`src/rtl/mem_arbiter.sv`:
```
// Two-port arbiter in front of a single-port, fixed-latency unified memory.
// Data port has priority; a streak counter lets a waiting instruction fetch in.
module mem_arbiter #(
  parameter int WORD_SIZE   = 16,
  parameter int MEM_LATENCY = 2,
  parameter int STREAK_MAX  = 4
) (
  input  logic                 clk,
  input  logic                 reset,
  input  logic                 i_readM,
  input  logic                 i_writeM,
  input  logic [WORD_SIZE-1:0] i_address,
  input  logic [WORD_SIZE-1:0] i_wdata,
  output logic [WORD_SIZE-1:0] i_rdata,
  output logic                 i_ready,
  input  logic                 d_readM,
  input  logic                 d_writeM,
  input  logic [WORD_SIZE-1:0] d_address,
  input  logic [WORD_SIZE-1:0] d_wdata,
  output logic [WORD_SIZE-1:0] d_rdata,
  output logic                 d_ready,
  output logic                 m_read,
  output logic                 m_write,
  output logic [WORD_SIZE-1:0] m_address,
  output logic [WORD_SIZE-1:0] m_wdata,
  input  logic [WORD_SIZE-1:0] m_rdata,
  output logic                 i_grant,
  output logic                 d_grant,
  output logic                 busy,
  output logic [1:0]           state_dbg
);

  // Request/ready handshake: a port requests by holding readM and/or writeM
  // high (both high means write); the request is latched in IDLE, and the
  // port's ready pulses for one cycle in RESP with rdata already valid. The
  // requester drops or replaces its request at the edge that ends that cycle.

  typedef enum logic [1:0] {
    IDLE   = 2'd0,
    ACCESS = 2'd1,
    RESP   = 2'd2
  } state_t;

  localparam logic [3:0] LAT_M1 = 4'(MEM_LATENCY - 1);
  localparam logic [3:0] SMAX   = 4'(STREAK_MAX);

  state_t state, state_next;
  logic [3:0] counter, counter_next;
  logic [3:0] streak, streak_next;
  logic       owner_d;
  logic       op_write;
  logic [WORD_SIZE-1:0] addr_q, wdata_q, i_rdata_q, d_rdata_q;
  logic       i_pend, d_pend;
  logic       grant_valid, grant_d, capture;

  always_ff @(posedge clk) begin
    if (reset) state <= IDLE;
    else       state <= state_next;
  end

  always_comb begin
    i_pend       = i_readM | i_writeM;
    d_pend       = d_readM | d_writeM;
    state_next   = state;
    counter_next = counter;
    streak_next  = streak;
    grant_valid  = 1'b0;
    grant_d      = 1'b0;
    capture      = 1'b0;
    case (state)
      IDLE: begin
        if (i_pend || d_pend) begin
          grant_valid  = 1'b1;
          // A full streak hands the next slot to a waiting instruction fetch.
          grant_d      = d_pend && !(i_pend && (streak == SMAX));
          counter_next = LAT_M1;
          state_next   = ACCESS;
          if (!grant_d)    streak_next = 4'd0;
          else if (i_pend) streak_next = (streak == SMAX) ? streak : streak + 4'd1;
          else             streak_next = 4'd0;
        end
      end
      ACCESS: begin
        if (counter == 4'd0) begin
          capture      = !op_write;
          counter_next = 4'd0;
          state_next   = RESP;
        end else begin
          counter_next = counter - 4'd1;
        end
      end
      RESP:    state_next = IDLE;
      default: state_next = IDLE;
    endcase
  end

  always_ff @(posedge clk) begin
    if (reset) begin
      counter   <= 4'd0;
      streak    <= 4'd0;
      owner_d   <= 1'b0;
      op_write  <= 1'b0;
      addr_q    <= '0;
      wdata_q   <= '0;
      i_rdata_q <= '0;
      d_rdata_q <= '0;
    end else begin
      counter <= counter_next;
      streak  <= streak_next;
      if (grant_valid) begin
        owner_d  <= grant_d;
        op_write <= grant_d ? d_writeM  : i_writeM;
        addr_q   <= grant_d ? d_address : i_address;
        wdata_q  <= grant_d ? d_wdata   : i_wdata;
      end
      if (capture) begin
        if (owner_d) d_rdata_q <= m_rdata;
        else         i_rdata_q <= m_rdata;
      end
    end
  end

  always_comb begin
    m_read    = (state == ACCESS) && !op_write;
    m_write   = (state == ACCESS) && op_write;
    busy      = (state == ACCESS) || (state == RESP);
    i_grant   = busy && !owner_d;
    d_grant   = busy && owner_d;
    i_ready   = (state == RESP) && !owner_d;
    d_ready   = (state == RESP) && owner_d;
    m_address = addr_q;
    m_wdata   = wdata_q;
    i_rdata   = i_rdata_q;
    d_rdata   = d_rdata_q;
    state_dbg = state;
  end

endmodule

```
`config.mk`:
```
export PLATFORM = sky130hd
export DESIGN_NAME = mem_arbiter
export DESIGN_NICKNAME = d
export VERILOG_FILES = /design/src/rtl/mem_arbiter.sv
export SDC_FILE = /design/constraint.sdc
export NUM_CORES = 1
export LEC_CHECK = 0
export CORE_MARGIN = 4
export CORE_UTILIZATION = 45
export CTS_BUF_LIST = sky130_fd_sc_hd__clkbuf_2
export DETAILED_ROUTE_END_ITERATION = 8
export PLACE_DENSITY = 0.87
export SLEW_MARGIN = 20
export SYNTH_ARGS = -nofsm -noshare
export SYNTH_HDL_FRONTEND = slang
export SYNTH_SLANG_ARGS = --single-unit
```
`constraint.sdc`:
```
create_clock -name clk -period 2.9 [get_ports clk]
set_input_delay 0.58 -clock clk [delete_from_list [all_inputs] [get_ports clk]]
set_output_delay 0.58 -clock clk [all_outputs]
set_load 0.02 [all_outputs]
```
==> After elaboration in Yosys (flattened, before gate mapping) <==
Cells that the tools add are included.
W data, S select, Z words.
{ "totals": {"reg_bits": 76, "output_inout_bits": 73, "wordCells": 59, "inputBits": 86} }
{ "classes": {"eq_ne": 6, "reduce_logical": 21, "add_sub_neg": 2, "n_mux": 18, "bitwise_logic": 3} }
{ "op_table": {"columns": ["cell", "n"], "rows": [
  ["$mux W16", 2],
  ["$mux W4", 5],
  ["$logic_and A1 B1 Y1", 8],
  ["$pmux W4 S2", 1],
  ["$reduce_and A2 Y1", 4],
  ["$mux W1", 7],
  ["$add A4 B1 Y4 const B", 1],
  ["$eq A4 B3 Y1 const B", 1],
  ["$logic_not A4 Y1", 1],
  ["$mux W2", 2],
  ["$ne A2 B2 Y1 const B", 2],
  ["$pmux W2 S2", 1],
  ["$sub A4 B1 Y4 const B", 1],
  ["$logic_not A1 Y1", 3],
  ["$ne A3 B3 Y1 const B", 1],
  ["$reduce_and A3 Y1", 1],
  ["$eq A2 B1 Y1 const B", 1],
  ["$eq A2 B2 Y1 const B", 1],
  ["$logic_not A2 Y1", 1],
  ["$logic_or A1 B1 Y1", 2],
  ["$or A1 B1 Y1", 2],
  ["$reduce_bool A2 Y1", 1],
  ["$not A1 Y1", 1]
]} }

==> Longest topological paths before layout <==
Gate-level depths: netlist (run 1).
{ "logic_depth": {"depth_word": 7, "ltp_mapped": 9, "depth_no_buf": 6} }

==> Worst setup path after synthesis (run 1) <==
No wires, ideal clock.
{ "synth_timing": {"path_kind": "register to register", "startpoint": "register state[1], in the netlist state_dbg[1]", "endpoint": "register d_rdata_q[0], in the netlist d_rdata[0]", "path_stages_with_launch": 10, "slack_ns": 0.936, "arrival_ns": 1.837, "required_ns": 2.772, "setup_time_ns": 0.128, "n_path_buf": 3, "synth_period_minus_slack_ns": 1.964, "path_cell_list": "dfxtp_1 > inv_1 > ha_1 > buf_2 > and4bb_2 > nand3b_1 > buf_2 > buf_4 > mux2i_1 > nor2_1"} }
{ "synth_via": {"elab_chain_len": 3} }
{ "synth_rtl": {"columns": ["item", "line_no", "source"], "rows": [
  ["start, declared", "47", "state_t state, state_next;"],
  ["start signal, assigned", "58", "else state <= state_next;"],
  ["$eq A2 B1 Y1", "70", "case (state)"],
  ["$mux W1", "70", null],
  ["$reduce_and A2 Y1 (no line)", null, null],
  ["end signal, assigned", "117", "if (owner_d) d_rdata_q <= m_rdata;"],
  ["end, declared", "52", "logic [WORD_SIZE-1:0] addr_q, wdata_q, i_rdata_q, d_rdata_q;"]
]} }
No other way between the ends.
A chain may end at the register's enable or synchronous reset.

==> Worst setup path after layout (run 1) <==
{ "layout_timing": {"startpoint": "register state[1], in the netlist state_dbg[1]", "endpoint": "output port m_read"} }
{ "layout_via": {"elab_chain_len": 2} }
{ "layout_rtl": {"columns": ["item", "line_no", "source"], "rows": [
  ["$eq A2 B1 Y1", "124", "m_read = (state == ACCESS) && !op_write;"],
  ["$logic_and A1 B1 Y1", "124", null],
  ["end, declared", "22", "output logic m_read,"]
]} }
No other way between the ends.

==> results of run 1 <==
[power breakdown]
| group | internal (W) | switching (W) |
|---|---|---|
| clock network | 0.000288 | 0.000378 |
| logic | 0.000978 | 0.00124 |
| registers | 0.00131 | 0.000163 |
[how the worst min path moves through the flow]
stage	start	end	slack, ns	depth (start not counted)
floorplan	counter[1]	counter[1]	0.44	2
global placement	counter[1]	counter[1]	0.46	2
detailed placement	counter[1]	counter[1]	0.47	2
CTS	counter[1]	counter[1]	0.50	2
global route	counter[1]	counter[1]	0.54	2
finish	counter[1]	counter[1]	0.49	2
[stage by stage]
| step | cell area (µm²) | util | hold slack (ns) | power, W |
|---|---|---|---|---|
| after floorplan | 3282 | - | 0.4445 | 0.002785 |
| after global placement | 4921 | 0.7086 | 0.4560 | 0.003642 |
| after detailed placement | 4921 | 0.7086 | 0.4724 | 0.003704 |
| after CTS | 5060 | 0.7286 | 0.4951 | 0.004379 |
| after global routing | 5062 | 0.7290 | 0.5360 | 0.004631 |
| final | 5062 | 0.7290 | 0.4868 | 0.004355 |
[layout make-up]
cell class | instances | area (µm²)
inverters | 9 | 33.78
clock buffers | 10 | 50.05
flip-flops and latches | 76 | 1521
fillers | 550 | 1882
multi-input cells | 268 | 1599
well taps | 96 | 120.1
clock inverters | 6 | 88.84
repair buffers | 166 | 1649
[state kept, by name, indices dropped and copies added, names as in the netlist]
name	count
owner_d	1
counter	4
m_wdata	16
op_write	1
streak	4
state_dbg	2
d_rdata	16
i_rdata	16
m_address	16
[layer usage]
layer | wire, µm | vias up
met5 | 0 | -
met4 | 249 | 0
met3 | 641 | 22
met2 | 5217 | 118
met1 | 3840 | 1558
li1 | - | 1613
[what timing repair did]
| action | in CTS | in global routing |
|---|---|---|
| hold endpoints to repair | 0 | 0 |
| gates resized for setup | 0 | 1 |
| endpoints found under the setup margin | 0 | 1 |
[worst max-delay path, stage by stage, from the launching register on]
cell and delay (ns):
dfxtp_1 0.38, inv_1 0.10, ha_2 0.28, inv_1 0.10
nor2_1 0.13, clkdlybuf4s50_1 0.62
[logic make-up after synthesis]
kind of cell,Yosys count
and+or+nand+nor,178
AOI/OAI and AO/OA,48
buffers and inverters,35
DFF,76
xor gates and xnor gates,1
muxes,33
adders and majority gates,8
[placed cells by master, fill, tap and decap left out, types with 3 or more instances in the layout]
cell and count:
a211oi_1 3, a21oi_1 7, and2_1 3, buf_4 7, clkbuf_2 10, clkdlybuf4s50_1 157, dfxtp_1 76, ha_1 7
inv_1 9, mux2i_1 33, nand2_1 3, nor2_1 82, nor2b_1 3, nor3_1 60, nor4_1 9, nor4_2 3
o21ai_0 30
==> impl_metrics.xml, run 1 <==
<?xml version="1.0" encoding="UTF-8"?>
<metrics>
  <group name="layout">
    <metric name="proportion_of_layout_cells_with_a_drive_suffix_above_1" unit="">0.07103</metric>
    <metric name="num_antenna_cells" unit="">0</metric>
    <metric name="area_growth" unit="%">54.25</metric>
    <metric name="fin_nets" unit="">624</metric>
    <metric name="final_cells" unit="">631</metric>
  </group>
  <group name="drt">
    <metric name="post_drt_wl_per_cell" unit="µm">15.77</metric>
    <metric name="drt.antenna.violating_nets" unit="">0</metric>
    <metric name="route.vias.total" unit="">3311</metric>
    <metric name="routed_via_count_divided_by_cell_count" unit="">5.247</metric>
    <metric name="post-route-drc-count" unit="">0</metric>
    <metric name="number_of_drc_violations_after_detailed_routing_iteration_0" unit="">98</metric>
    <metric name="drt-total-wl" unit="mm">9.948</metric>
    <metric name="detailedRoute.firstPassIterationCount" unit="">7</metric>
  </group>
  <group name="synthesis">
    <metric name="dominant_combinational_cell_family_by_area_after_synthesis" unit="">simple AND/OR/NAND/NOR gates</metric>
    <metric name="synth-seq-area-share" unit="">0.4636</metric>
    <metric name="total_nets_after_synthesis" unit="">473</metric>
    <metric name="synthesis.area" unit="µm²">3282</metric>
    <metric name="yosysUniqueCellTypes" unit="">37</metric>
    <metric name="post-synth-top-area-fraction" unit="">0.4636</metric>
    <metric name="yosys_warnings" unit="">0</metric>
    <metric name="ys_dominant_reg_cell" unit="">dfxtp_1</metric>
    <metric name="synthesis.area_per_instance" unit="µm²">8.659</metric>
    <metric name="share_of_flip_flops_with_an_asynchronous_set_or_reset_after_synthesis" unit="">0</metric>
    <metric name="multiplexer_fraction_of_the_synthesized_cell_area" unit="">0.1006</metric>
    <metric name="post_synth_main_area_contributors" unit="">dfxtp_1, mux2i_1, nor2_1, nor3_1, o21ai_0</metric>
    <metric name="post_synth_and_or_nand_nor_area_fraction" unit="">0.2661</metric>
    <metric name="synth_edf_count" unit="">0</metric>
    <metric name="synth_xor_area_frac" unit="">0.002669</metric>
    <metric name="synth_cells" unit="">379</metric>
    <metric name="yosysTopAreaCell" unit="">dfxtp_1</metric>
    <metric name="synth_seq_cells" unit="">76</metric>
    <metric name="synth_adder_area_share" unit="">0.03050</metric>
    <metric name="ys_top_cells_by_count" unit="">nor2_1, dfxtp_1, nor3_1, mux2i_1, o21ai_0</metric>
    <metric name="complex_gate_fraction_of_the_synthesized_area" unit="">0.08349</metric>
    <metric name="synth_most_common_cell" unit="">nor2_1</metric>
  </group>
  <group name="timing">
    <metric name="final.setup_skew" unit="ns">0.02117</metric>
    <metric name="grt_setup_unrepaired" unit="">false</metric>
    <metric name="final_period_minus_worst_setup_slack" unit="ns">2.693</metric>
    <metric name="timing.final.ws_setup" unit="ns">0.2072</metric>
    <metric name="report.final.hold_viol_count" unit="">0</metric>
    <metric name="f_max" unit="MHz">371.4</metric>
    <metric name="finalSetupTns" unit="ns">0</metric>
    <metric name="max_slew_headroom_at_the_worst_pin" unit="">0.5272</metric>
    <metric name="worstMarginPinSlew" unit="ns">0.7085</metric>
    <metric name="timing.final.crit_share" unit="">0.9286</metric>
    <metric name="slew_viol_final" unit="">0</metric>
    <metric name="finalSetupViolCount" unit="">0</metric>
  </group>
  <group name="power_and_ir_drop">
    <metric name="p_leak" unit="nW">2.003</metric>
    <metric name="power_density" unit="nW/µm²">860.4</metric>
    <metric name="irDropWorstVdd" unit="mV">0.4609</metric>
  </group>
  <group name="global_route">
    <metric name="grt_overflow" unit="">0</metric>
    <metric name="grt_max_degree" unit="">53</metric>
    <metric name="global_route_met2_usage" unit="">0.3842</metric>
    <metric name="globalRouteMet3Util" unit="">0.05310</metric>
    <metric name="tot_gr_track_use" unit="">0.2261</metric>
    <metric name="global_route.peak_usage_layer" unit="">met2</metric>
    <metric name="grt_pass1_wl" unit="mm">15.86</metric>
    <metric name="first_global_vias" unit="">3338</metric>
    <metric name="grt_antenna_before_repair" unit="">0</metric>
    <metric name="grt_util_met1" unit="">0.2596</metric>
  </group>
  <group name="clocking">
    <metric name="post-cts-setup-buffer-count" unit="">0</metric>
    <metric name="cts_tree" unit="">done</metric>
    <metric name="cts-buffers-inserted" unit="">9</metric>
    <metric name="cts-hold-fix-buffers" unit="">0</metric>
    <metric name="worst_skew_pair_latency" unit="ns">0.51</metric>
    <metric name="cts-htree-levels" unit="">3</metric>
    <metric name="cts_buffer_depth" unit="">2</metric>
    <metric name="cts_root_buffer" unit="">clkbuf_2</metric>
    <metric name="cts.sink_count" unit="">76</metric>
    <metric name="clkSlewWorstSetupHoldPaths" unit="ns">0.20</metric>
  </group>
  <group name="floorplanning">
    <metric name="fp.dieW" unit="µm">93.40</metric>
    <metric name="die_y" unit="µm">93.40</metric>
    <metric name="initial_utilization" unit="">0.4726</metric>
    <metric name="rows" unit="">30</metric>
    <metric name="io_pins" unit="">159</metric>
    <metric name="coreArea" unit="µm²">6944</metric>
    <metric name="die_area" unit="µm²">8724</metric>
  </group>
  <group name="worst_setup_path">
    <metric name="endpoint_of_the_lowest_slack_register_to_register_path" unit="">m_wdata[1]</metric>
    <metric name="worstReg2RegStart" unit="">state_dbg[0]</metric>
    <metric name="timing.critical_path.to_type" unit="">output pin</metric>
    <metric name="crit_path_start_kind" unit="">register</metric>
    <metric name="timing.critical_path.arrival" unit="ns">2.11</metric>
    <metric name="worstSetupStartpoint" unit="">state_dbg[1]</metric>
    <metric name="worst_r2r_path_depth" unit="">7</metric>
    <metric name="critical_path_required" unit="ns">2.32</metric>
    <metric name="worst-path-max-fanout" unit="">8</metric>
    <metric name="timing.setup.critical_path_class" unit="">register to output pin</metric>
    <metric name="reg2reg_setup_slack" unit="ns">0.79</metric>
    <metric name="crit_end" unit="">m_read</metric>
  </group>
  <group name="job">
    <metric name="drv_cap" unit="">0</metric>
  </group>
  <group name="min_path">
    <metric name="holdCritPathClass" unit="">register to register</metric>
  </group>
  <group name="place">
    <metric name="dp_hpwl" unit="mm">7.260</metric>
    <metric name="globalplace.congestion" unit="">0.8378</metric>
    <metric name="port_buffers" unit="">158</metric>
    <metric name="place.detailed.instances" unit="">615</metric>
    <metric name="dp_slack" unit="ns">0.4193</metric>
  </group>
  <group name="status">
    <metric name="status" unit="">complete, no violations</metric>
  </group>
</metrics>
Note: power is estimated with default switching activity, not from simulation.
==> run 2, diff against run 1 <==
--- a/config.mk
+++ b/config.mk
@@ -5,6 +5,7 @@
 export SDC_FILE = /design/constraint.sdc
 export NUM_CORES = 1
 export LEC_CHECK = 0
+export ABC_AREA = 0
 export CORE_MARGIN = 4
 export CORE_UTILIZATION = 45
 export CTS_BUF_LIST = sky130_fd_sc_hd__clkbuf_2
==> results of run 2 <==
No change in the layout: final DEF, timing and power equal those of run 1.
==> run 3, diff against run 2 <==
--- a/config.mk
+++ b/config.mk
@@ -10,6 +10,7 @@
 export CORE_UTILIZATION = 45
 export CTS_BUF_LIST = sky130_fd_sc_hd__clkbuf_2
 export DETAILED_ROUTE_END_ITERATION = 8
+export GPL_TIMING_DRIVEN = 0
 export PLACE_DENSITY = 0.87
 export SLEW_MARGIN = 20
 export SYNTH_ARGS = -nofsm -noshare
==> impl_metrics.xml, run 3 (synthesized netlist as in run 1, its figures left out) <==
<?xml version="1.0" encoding="UTF-8"?>
<metrics>
  <group name="layout">
    <metric name="area_growth" unit="%">55.78</metric>
    <metric name="filler_cell_count" unit="">540</metric>
    <metric name="most-common-layout-cells" unit="">clkdlybuf4s50_1, nor2_1, dfxtp_1, nor3_1, mux2i_1</metric>
    <metric name="finalCoreUtilization" unit="">0.7362</metric>
    <metric name="num_antenna_cells" unit="">0</metric>
    <metric name="layout_commonest_cell" unit="">clkdlybuf4s50_1</metric>
    <metric name="proportion_of_layout_cells_with_a_drive_suffix_above_1" unit="">0.07246</metric>
    <metric name="fin_nets" unit="">641</metric>
    <metric name="final_design_area_no_fill" unit="µm²">5112</metric>
  </group>
  <group name="place">
    <metric name="port_buffers" unit="">157</metric>
    <metric name="globalplace.congestion" unit="">0.8334</metric>
    <metric name="postPlaceCellArea" unit="µm²">4974</metric>
    <metric name="dp_hpwl" unit="mm">7.717</metric>
  </group>
  <group name="timing">
    <metric name="slew_viol_final" unit="">0</metric>
    <metric name="grt_setup_unrepaired" unit="">false</metric>
    <metric name="f_max" unit="MHz">373.7</metric>
    <metric name="finalSetupTns" unit="ns">0</metric>
    <metric name="worstMarginPinSlew" unit="ns">0.5847</metric>
    <metric name="report.final.hold_viol_count" unit="">0</metric>
    <metric name="final_period_minus_worst_setup_slack" unit="ns">2.676</metric>
    <metric name="max_slew_headroom_at_the_worst_pin" unit="">0.6102</metric>
    <metric name="final.setup_skew" unit="ns">0.02335</metric>
    <metric name="timing.final.crit_share" unit="">0.9228</metric>
    <metric name="finalSetupViolCount" unit="">0</metric>
  </group>
  <group name="clocking">
    <metric name="cts_root_buffer" unit="">clkbuf_2</metric>
    <metric name="cts.sink_count" unit="">76</metric>
    <metric name="cts-hold-fix-buffers" unit="">0</metric>
    <metric name="cts-buffers-inserted" unit="">9</metric>
    <metric name="post-cts-setup-buffer-count" unit="">0</metric>
    <metric name="cts-htree-levels" unit="">3</metric>
    <metric name="worst_skew_pair_latency" unit="ns">0.48</metric>
    <metric name="resized_cells_post_cts" unit="">0</metric>
    <metric name="cts_tree" unit="">done</metric>
    <metric name="cts_buffer_depth" unit="">2</metric>
    <metric name="clkSlewWorstSetupHoldPaths" unit="ns">0.21</metric>
  </group>
  <group name="worst_setup_path">
    <metric name="critical_path_buf_inv_count" unit="">2</metric>
    <metric name="cell_chain_critical_path" unit="">inv_1 -&gt; ha_1 -&gt; nor2b_1 -&gt; clkdlybuf4s50_1</metric>
    <metric name="worst-path-max-fanout" unit="">5</metric>
    <metric name="timing.critical_path.to_type" unit="">output pin</metric>
    <metric name="critical_path_required" unit="ns">2.32</metric>
    <metric name="crit_path_start_kind" unit="">register</metric>
    <metric name="timing.setup.critical_path_class" unit="">register to output pin</metric>
    <metric name="timing.critical_path.arrival" unit="ns">2.10</metric>
    <metric name="crit_path_top_delay_cell" unit="">clkdlybuf4s50_1</metric>
    <metric name="path_delay_family" unit="">buffers and inverters</metric>
    <metric name="critical-path-max-stage-delay" unit="ns">0.61</metric>
  </group>
  <group name="power_and_ir_drop">
    <metric name="p_leak" unit="nW">2.030</metric>
    <metric name="irDropWorstVdd" unit="mV">0.4384</metric>
    <metric name="power_density" unit="nW/µm²">854.2</metric>
  </group>
  <group name="drt">
    <metric name="routed_via_count_divided_by_cell_count" unit="">5.205</metric>
    <metric name="post_drt_wl_per_cell" unit="µm">15.33</metric>
    <metric name="post-route-drc-count" unit="">0</metric>
    <metric name="drt.antenna.violating_nets" unit="">0</metric>
    <metric name="detailedRoute.firstPassIterationCount" unit="">4</metric>
    <metric name="drt-total-wl" unit="mm">9.934</metric>
    <metric name="number_of_drc_violations_after_detailed_routing_iteration_0" unit="">103</metric>
    <metric name="route.vias.total" unit="">3373</metric>
  </group>
  <group name="floorplanning">
    <metric name="die_area" unit="µm²">8724</metric>
    <metric name="rows" unit="">30</metric>
    <metric name="fp.dieW" unit="µm">93.40</metric>
    <metric name="initial_utilization" unit="">0.4726</metric>
    <metric name="io_pins" unit="">159</metric>
    <metric name="die_y" unit="µm">93.40</metric>
    <metric name="coreArea" unit="µm²">6944</metric>
  </group>
  <group name="min_path">
    <metric name="holdCritPathClass" unit="">register to register</metric>
  </group>
  <group name="global_route">
    <metric name="grt_antenna_before_repair" unit="">0</metric>
    <metric name="first_global_vias" unit="">3417</metric>
    <metric name="grt_max_degree" unit="">14</metric>
    <metric name="grt_overflow" unit="">0</metric>
    <metric name="tot_gr_track_use" unit="">0.2237</metric>
    <metric name="grt_pass1_wl" unit="mm">15.71</metric>
  </group>
  <group name="status">
    <metric name="status" unit="">complete, no violations</metric>
  </group>
  <group name="job">
    <metric name="drv_cap" unit="">0</metric>
  </group>
</metrics>
run 3: cell types whose count changed in the layout (fill, tap and decap cells not counted), sizes merged:
| cell | delta |
|---|---|
| buf | +4 |
| clkbuf | +13 |
run 3: path summary, 6_finish.rpt:
| check | slack [ns] | end | startpoint | depth (start not counted) |
|---|---|---|---|---|
| worst min register to register | 0.49 | counter[1] | counter[1] | 2 |
| worst max register to register | 0.76 | m_address[4] | state_dbg[0] | 8 |
| worst max-delay path | 0.22 | i_grant | state_dbg[0] | 4 |
| worst min-delay path | 0.49 | counter[1] | counter[1] | 2 |
run 3: per-stage QoR:
stage / setup WS (ns) / hold WS (ns) / cells / total power (W)
2_1_floorplan: 0.9358 / 0.4445 / 379 / 0.002785
3_3_place_gp: 0.4390 / 0.4575 / 632 / 0.003665
3_5_place_dp: 0.4013 / 0.4611 / 632 / 0.003723
4_1_cts: 0.1690 / 0.4832 / 648 / 0.004393
5_1_grt: 0.06826 / 0.5286 / 648 / 0.004654
6_report: 0.2239 / 0.4877 / 648 / 0.004367
run 3: worst min-delay path, cell delays in order (launching register included):
cell and delay (ns):
dfxtp_1 0.36, nand2_1 0.06, a21oi_1 0.05
run 3: per-layer routing:
layer  track usage  wire length, µm  share of wire  vias up
met2        0.4080             5118           0.52      117
met3       0.05149              671          0.068       30
met1        0.2420             3846           0.39     1575
li1              -                -              -     1651
met4        0.1050              298          0.030        0
met5             0                0              0        -
run 3: power by group:
part	internal, W	switching (W)	total [W]
logic	0.000995	0.00124	0.00223
registers	0.00131	0.000160	0.00147
clock network	0.000288	0.000380	0.000669
total	0.00259	0.00178	0.00437
run 3: area by class of cell:
cell class / instances / area, µm² / share of cell area
clock inverters: 6 / 88.84 / 0.01738
clock buffers: 10 / 50.05 / 0.009790
plain buffers: 26 / 140.1 / 0.02741
flip-flops and latches: 76 / 1521 / 0.2976
inverters: 9 / 33.78 / 0.006608
repair buffers: 157 / 1572 / 0.3074
multi-input cells: 268 / 1587 / 0.3103
well taps: 96 / 120.1 / 0.02349
